===== src/rtl/spi_target_sync.sv =====
// SPI target that runs entirely on clk: sclk/mosi/cs are synchronized and sclk edges
// are detected, so no logic is clocked by sclk. Byte-wide rx_valid / tx_ack handshake.
module spi_target_sync #(
  parameter int SYNC_STAGES = 2
) (
  input  logic       clk,
  input  logic       rst_n,
  input  logic       CPOL,
  input  logic       CPHA,
  input  logic       sclk_pin,
  input  logic       mosi_pin,
  input  logic       cs_pin,
  output logic       miso_pin,
  output logic       miso_oe,
  input  logic [7:0] tx_data,
  output logic       tx_ack,
  output logic [7:0] rx_data,
  output logic       rx_valid,
  output logic       frame_err,
  output logic       busy
);

  typedef enum logic [1:0] {
    ST_IDLE  = 2'd0,
    ST_LOAD  = 2'd1,
    ST_SHIFT = 2'd2
  } state_t;

  logic [SYNC_STAGES-1:0] sclk_sync_q;
  logic [SYNC_STAGES-1:0] mosi_sync_q;
  logic [SYNC_STAGES-1:0] cs_sync_q;
  logic                   sclk_prev_q;
  logic                   cs_prev_q;

  logic sclk_s;
  logic mosi_s;
  logic cs_s;
  logic sclk_chg;
  logic lead_edge;
  logic trail_edge;
  logic sample_edge;
  logic launch_edge;
  logic cs_fall;

  state_t     state_q;
  logic [7:0] tx_shift_q;
  logic [7:0] rx_shift_q;
  logic [7:0] rx_data_q;
  logic [2:0] bit_cnt_q;
  logic       skip_q;
  logic       tx_ack_q;
  logic       rx_valid_q;
  logic       frame_err_q;
  logic       busy_q;

  // Sync chains idle as "deselected, sclk low".
  always_ff @(posedge clk or negedge rst_n) begin
    if (!rst_n) begin
      sclk_sync_q <= '0;
      mosi_sync_q <= '0;
      cs_sync_q   <= '1;
      sclk_prev_q <= 1'b0;
      cs_prev_q   <= 1'b1;
    end else begin
      sclk_sync_q <= {sclk_sync_q[SYNC_STAGES-2:0], sclk_pin};
      mosi_sync_q <= {mosi_sync_q[SYNC_STAGES-2:0], mosi_pin};
      cs_sync_q   <= {cs_sync_q[SYNC_STAGES-2:0], cs_pin};
      sclk_prev_q <= sclk_s;
      cs_prev_q   <= cs_s;
    end
  end

  assign sclk_s      = sclk_sync_q[SYNC_STAGES-1];
  assign mosi_s      = mosi_sync_q[SYNC_STAGES-1];
  assign cs_s        = cs_sync_q[SYNC_STAGES-1];
  assign sclk_chg    = sclk_s ^ sclk_prev_q;
  assign lead_edge   = sclk_chg & (sclk_s != CPOL);
  assign trail_edge  = sclk_chg & (sclk_s == CPOL);
  assign sample_edge = CPHA ? trail_edge : lead_edge;
  assign launch_edge = CPHA ? lead_edge : trail_edge;
  assign cs_fall     = cs_prev_q & ~cs_s;

  // skip_q swallows the one launch edge that would clobber a freshly loaded MSB:
  // the 8th trailing edge for CPHA=0, the first leading edge of each byte for CPHA=1.
  always_ff @(posedge clk or negedge rst_n) begin
    if (!rst_n) begin
      state_q     <= ST_IDLE;
      tx_shift_q  <= 8'h00;
      rx_shift_q  <= 8'h00;
      rx_data_q   <= 8'h00;
      bit_cnt_q   <= 3'd0;
      skip_q      <= 1'b0;
      tx_ack_q    <= 1'b0;
      rx_valid_q  <= 1'b0;
      frame_err_q <= 1'b0;
      busy_q      <= 1'b0;
    end else begin
      tx_ack_q    <= 1'b0;
      rx_valid_q  <= 1'b0;
      frame_err_q <= 1'b0;
      case (state_q)
        ST_IDLE: begin
          busy_q <= 1'b0;
          if (cs_fall) begin
            state_q <= ST_LOAD;
            busy_q  <= 1'b1;
          end
        end
        ST_LOAD: begin
          if (cs_s) begin
            state_q <= ST_IDLE;
            busy_q  <= 1'b0;
          end else begin
            tx_shift_q <= tx_data;
            tx_ack_q   <= 1'b1;
            bit_cnt_q  <= 3'd0;
            skip_q     <= CPHA;
            state_q    <= ST_SHIFT;
          end
        end
        ST_SHIFT: begin
          if (cs_s) begin
            state_q <= ST_IDLE;
            busy_q  <= 1'b0;
            if (bit_cnt_q != 3'd0) begin
              frame_err_q <= 1'b1;
            end
          end else if (sample_edge) begin
            rx_shift_q <= {rx_shift_q[6:0], mosi_s};
            if (bit_cnt_q == 3'd7) begin
              rx_data_q  <= {rx_shift_q[6:0], mosi_s};
              rx_valid_q <= 1'b1;
              tx_shift_q <= tx_data;
              tx_ack_q   <= 1'b1;
              bit_cnt_q  <= 3'd0;
              skip_q     <= 1'b1;
            end else begin
              bit_cnt_q <= bit_cnt_q + 3'd1;
            end
          end else if (launch_edge) begin
            if (skip_q) begin
              skip_q <= 1'b0;
            end else begin
              tx_shift_q <= {tx_shift_q[6:0], 1'b0};
            end
          end
        end
        default: begin
          state_q <= ST_IDLE;
          busy_q  <= 1'b0;
        end
      endcase
    end
  end

  assign miso_pin  = busy_q & tx_shift_q[7];
  assign miso_oe   = busy_q;
  assign busy      = busy_q;
  assign tx_ack    = tx_ack_q;
  assign rx_valid  = rx_valid_q;
  assign rx_data   = rx_data_q;
  assign frame_err = frame_err_q;

endmodule


===== config.mk =====
export PLATFORM = sky130hd
export DESIGN_NAME = spi_target_sync
export DESIGN_NICKNAME = d
export VERILOG_FILES = /design/src/rtl/spi_target_sync.sv
export SDC_FILE = /design/constraint.sdc
export NUM_CORES = 1
export LEC_CHECK = 0
export ABC_AREA = 1
export BUFFER_PORTS_ARGS = -buffer_cell sky130_fd_sc_hd__buf_2
export CAP_MARGIN = 0
export CORE_ASPECT_RATIO = 0.5
export CORE_MARGIN = 2
export CORE_UTILIZATION = 50
export CTS_CLUSTER_SIZE = 30
export DETAILED_ROUTE_END_ITERATION = 8
export GPL_TIMING_DRIVEN = 0
export PLACE_DENSITY = 0.84
export SYNTH_ARGS = -nofsm -noshare
export SYNTH_HDL_FRONTEND = slang
export SYNTH_SLANG_ARGS = --single-unit

===== constraint.sdc =====
create_clock -name clk -period 1.6 [get_ports clk]
set_clock_uncertainty 0.1 [all_clocks]
set_input_delay 0.16 -clock clk [delete_from_list [all_inputs] [get_ports clk]]
set_output_delay 0.16 -clock clk [all_outputs]
set_load 0.02 [all_outputs]

==> results <==
- The flow ran to the end, but the final reports show violations.
- The checks that failed: negative setup slack.
- CTS saw 41 sinks.
- In this run the count of I/O pins placed on the die edge is 29.
- The power consumption is 4120 uW.
- In this run, synthesis inferred 0 flip-flops with an integrated enable.
- 0 antenna diodes ended up in the layout.
- Once detail routing completed, the nets flagged for antenna violations numbered 0.
- Clock tree synthesis inserted a total of 5 buffers.
- The number of max-slew violations in the final report came to 0.
- The most area-hungry cell type in the Yosys netlist is dfrtp_1.
- Yosys attributes the largest share of cell area to dfrtp_1 51%, nand2_1 17%, dfstp_2 4.2%.
- The clock-pin slew on the worst setup and hold paths is 80 ps.
- The worst setup path is launched from a register.
- In this run the critical register-to-register path is launched from state_q[1]$_DFFE_PN0P_.
- In the final routed layout, each cell accounts on average for 13.11 um.
- The first global-routing pass estimated 6.610 mm of wire.
- Dividing the detail-routed via count by the number of cells gives 5.029.
- The worst hold-check path type is in -> reg.
- The maximum number of pins on one net before global-route repair is 42.
- The placer's final routability congestion estimate is 0.7782.
- The top flip-flop cell by instance count after synthesis is dfrtp_1.
- The clock tree root buffer cell is clkbuf_8.
- Tracing the worst setup path back leads to its startpoint at state_q[1]$_DFFE_PN0P_.
- STA classifies the critical path endpoint as a register.
- The least setup slack across all paths after layout is -5.909 ps.
- The worst min-delay path startpoint is tx_data[3].
- The final-layout fill cell count is 249.
- In this run the worst setup path terminates at tx_shift_q[1]$_DFFE_PN0P_.
- At the placement stage, the worst setup path has a slack of -173.6 ps.
- The async set-or-reset flop fraction in the synthesized netlist is 100.0%.
- Counting every net in the synthesized netlist gives 229.
- The pre-antenna-repair detailed-routing pass consisted of 4 iterations.
- The via count of the first global-routing pass is 1480.
- The post-route netlist has 34.62% of its cells at a drive strength greater than 1.
- For the pin with the worst max-slew slack, the measured transition is 897.6 ps.
- The post-route core utilization is 69.98%.
- In this run the worst path has a maximum fanout of 8.
- TritonCTS built the clock tree.
- The number of cell rows is 15.
- Setup repair after global routing could not meet its margin everywhere.
- Of the post-synthesis cell area, the dominant cell type holds 50.73%.
- The region available for standard cell placement spans 3510 sq um.
- Across the run, the number of max-cap violations was 0.
- The commonest cells after synthesis are 85 x nand2_1, 38 x dfrtp_1, 16 x inv_1.
- Data arrives at the worst endpoint at 1740 ps.
- The static leakage is 0.001311 uW.
- The final number of hold-violating endpoints was 0.
- STA puts the critical path data required time at 1730 ps.
- Measured against its own limit, the worst slew margin works out to 40.16%.
- The wire length on met2 is 1.992 mm.
- Port buffering added 28 buffers.
- The final clock period utilization by the worst path is 100.4%.
- The buffer levels on the longest clock path is 2.
- The area overhead of the layout relative to synthesis is 31.04%.
- From bottom edge to top edge, the die measures 47.30 um.
- The clock period minus worst slack is 1606 ps.
- In this run the critical register-to-register path is captured at tx_shift_q[1]$_DFFE_PN0P_.
- The worst-case register-to-register setup slack is -6 ps.
- IR analysis of the VDD net gives a maximum drop of 0.5629 mV.
- The number of cells on the worst reg-to-reg path is 9.
- The count of H-tree levels built during CTS is 2.
- The length of routed met3 wiring is 195 um.
- A synthesized cell averages 9.011 sq um.
- The global-route usage over all layers is 20.29%.
- The total setup violations reported at the end of the flow is 1.
- The sequential fraction of the synthesis area is 54.94%.
- The total DRC errors in the routed layout is 0.
- Counting flops and latches in the post-synthesis netlist gives 41.
- The horizontal die dimension is 90.59 um.
- The initial utilization of the core area, before any placement, comes to 53.40%.
- The power density over the cells is 1677 nW/um^2.
- The number of antenna violations at the first check in global routing is 0.
- The half-perimeter wire length after detailed placement is 2.404 mm.
- Across all layers, the routed design uses 1564 vias.
- After global routing the overflow that remains totals 0.
- Yosys mapped the design onto 29 distinct sky130hd cell types.
- The met1 layer wirelength in the final routing is 1.812 mm.
- The total number of yosys warnings is 0.
- For this run, the top clock speed supported by timing is 622.7 MHz.
- The post-synthesis instance total is 208.
- By startpoint and endpoint, the worst setup path is classified as reg -> reg.
- For the final routed database, the setup TNS stands at -5.909 ps.
- The clock latency reported for the late side of the worst-skew pair is 290 ps.
- The highest metal layer with signal wires is met4.
- The floorplan die area is 4284 sq um.
- In this run, the number of DRC markers left after iteration 0 of detailed routing was 53.
- The post-synth design cell area is 1874 sq um.
- The most common cell in the synthesized netlist is nand2_1.
- The net count of the finished layout is 280.
- The final wirelength is 4.077 mm.
## flip-flops by register name (all words and copies together) (netlist names)
register and flops:
frame_err 1, skip_q 1, rx_data 8, sclk_sync_q 2, state_q 2, sclk_prev_q 1
rx_shift_q 7, tx_ack 1, rx_valid 1, mosi_sync_q 2, bit_cnt_q 3, cs_sync_q 2
tx_shift_q 8, cs_prev_q 1, busy 1
## layer usage
layer | track usage (%) | vias up
met5 | 0 | -
met1 | 24.75 | 754
met3 | 4.815 | 10
met2 | 35.97 | 48
li1 | - | 752
met4 | 10.15 | 0
## worst min path at each step
stage | end | slack [ps] | cells past startpoint
final | tx_shift_q[3]$_DFFE_PN0P_ | 50 | 5
after global routing | tx_shift_q[3]$_DFFE_PN0P_ | 90 | 5
after CTS | tx_shift_q[3]$_DFFE_PN0P_ | 40 | 5
after detailed placement | cs_sync_q[0]$_DFF_PN1_ | 170 | 1
after global placement | cs_sync_q[0]$_DFF_PN1_ | 170 | 1
after floorplan | bit_cnt_q[0]$_DFFE_PN0P_ | -240 | 0
## metrics by stage
| step | instances | cell area [sq um] | hold WS, ps |
|---|---|---|---|
| 2_1_floorplan | 208 | 1874 | -235.6 |
| 3_3_place_gp | 287 | 2078 | 167.8 |
| 3_5_place_dp | 287 | 2078 | 166.2 |
| 4_1_cts | 310 | 2427 | 43.86 |
| 5_1_grt | 311 | 2456 | 87.23 |
| 6_report | 311 | 2456 | 46.66 |
## where the power goes
part / internal (uW) / switching [uW] / total, uW
registers: 1290 / 161 / 1450
logic: 663 / 1000 / 1660
clock network: 628 / 378 / 1010
total: 2580 / 1540 / 4120
## cell families after synthesis
logic type / count (synthesis) / synth area share (%)
adders and majority gates: 6 / 4.005
buffers and inverters: 24 / 5.674
and+or+nand+nor: 118 / 29.04
DFF: 41 / 54.94
AOI/OAI and AO/OA: 19 / 6.342
## area by class of cell
| cell class | count | area, sq um | area share [%] |
|---|---|---|---|
| sequential | 41 | 1030 | 41.93 |
| inverter | 19 | 71.32 | 2.904 |
| buffer | 4 | 35.03 | 1.426 |
| timing repair buffer | 45 | 281.5 | 11.46 |
| multi-input combinational | 143 | 837.1 | 34.08 |
| tap | 51 | 63.81 | 2.598 |
| clock buffer | 5 | 68.82 | 2.802 |
| clock inverter | 3 | 68.82 | 2.802 |
## timing repair
action | 4_1_cts | 5_1_grt
hold endpoints to repair | 41 | 0
buffers inserted | 10 | 2
gates cloned | 1 | 0
resized for setup | 23 | 9
setup endpoints to repair | 29 | 27
hold buffers | 4 | 0
pin swaps | 9 | 7
## cells in the final DEF (no fill, tap or decap), drive strengths merged, types with 2 or more instances in the layout
master,instances
ha,6
o21ai,9
dfstp,3
inv,20
nor2,7
nand3,19
nand2,89
a21boi,2
bufinv,2
clkbuf,5
dfrtp,38
dlygate4sd3,4
a21oi,6
buf,45
## worst max-delay path, stage by stage (launching register included)
cell,delay (ps)
dfrtp_1,390
inv_1,90
ha_2,200
nor2_4,170
o22ai_2,100
inv_2,130
nand2_4,90
nor2_8,150
nand2_1,70
nand2_1,70
(Power assumes the default switching activity.)
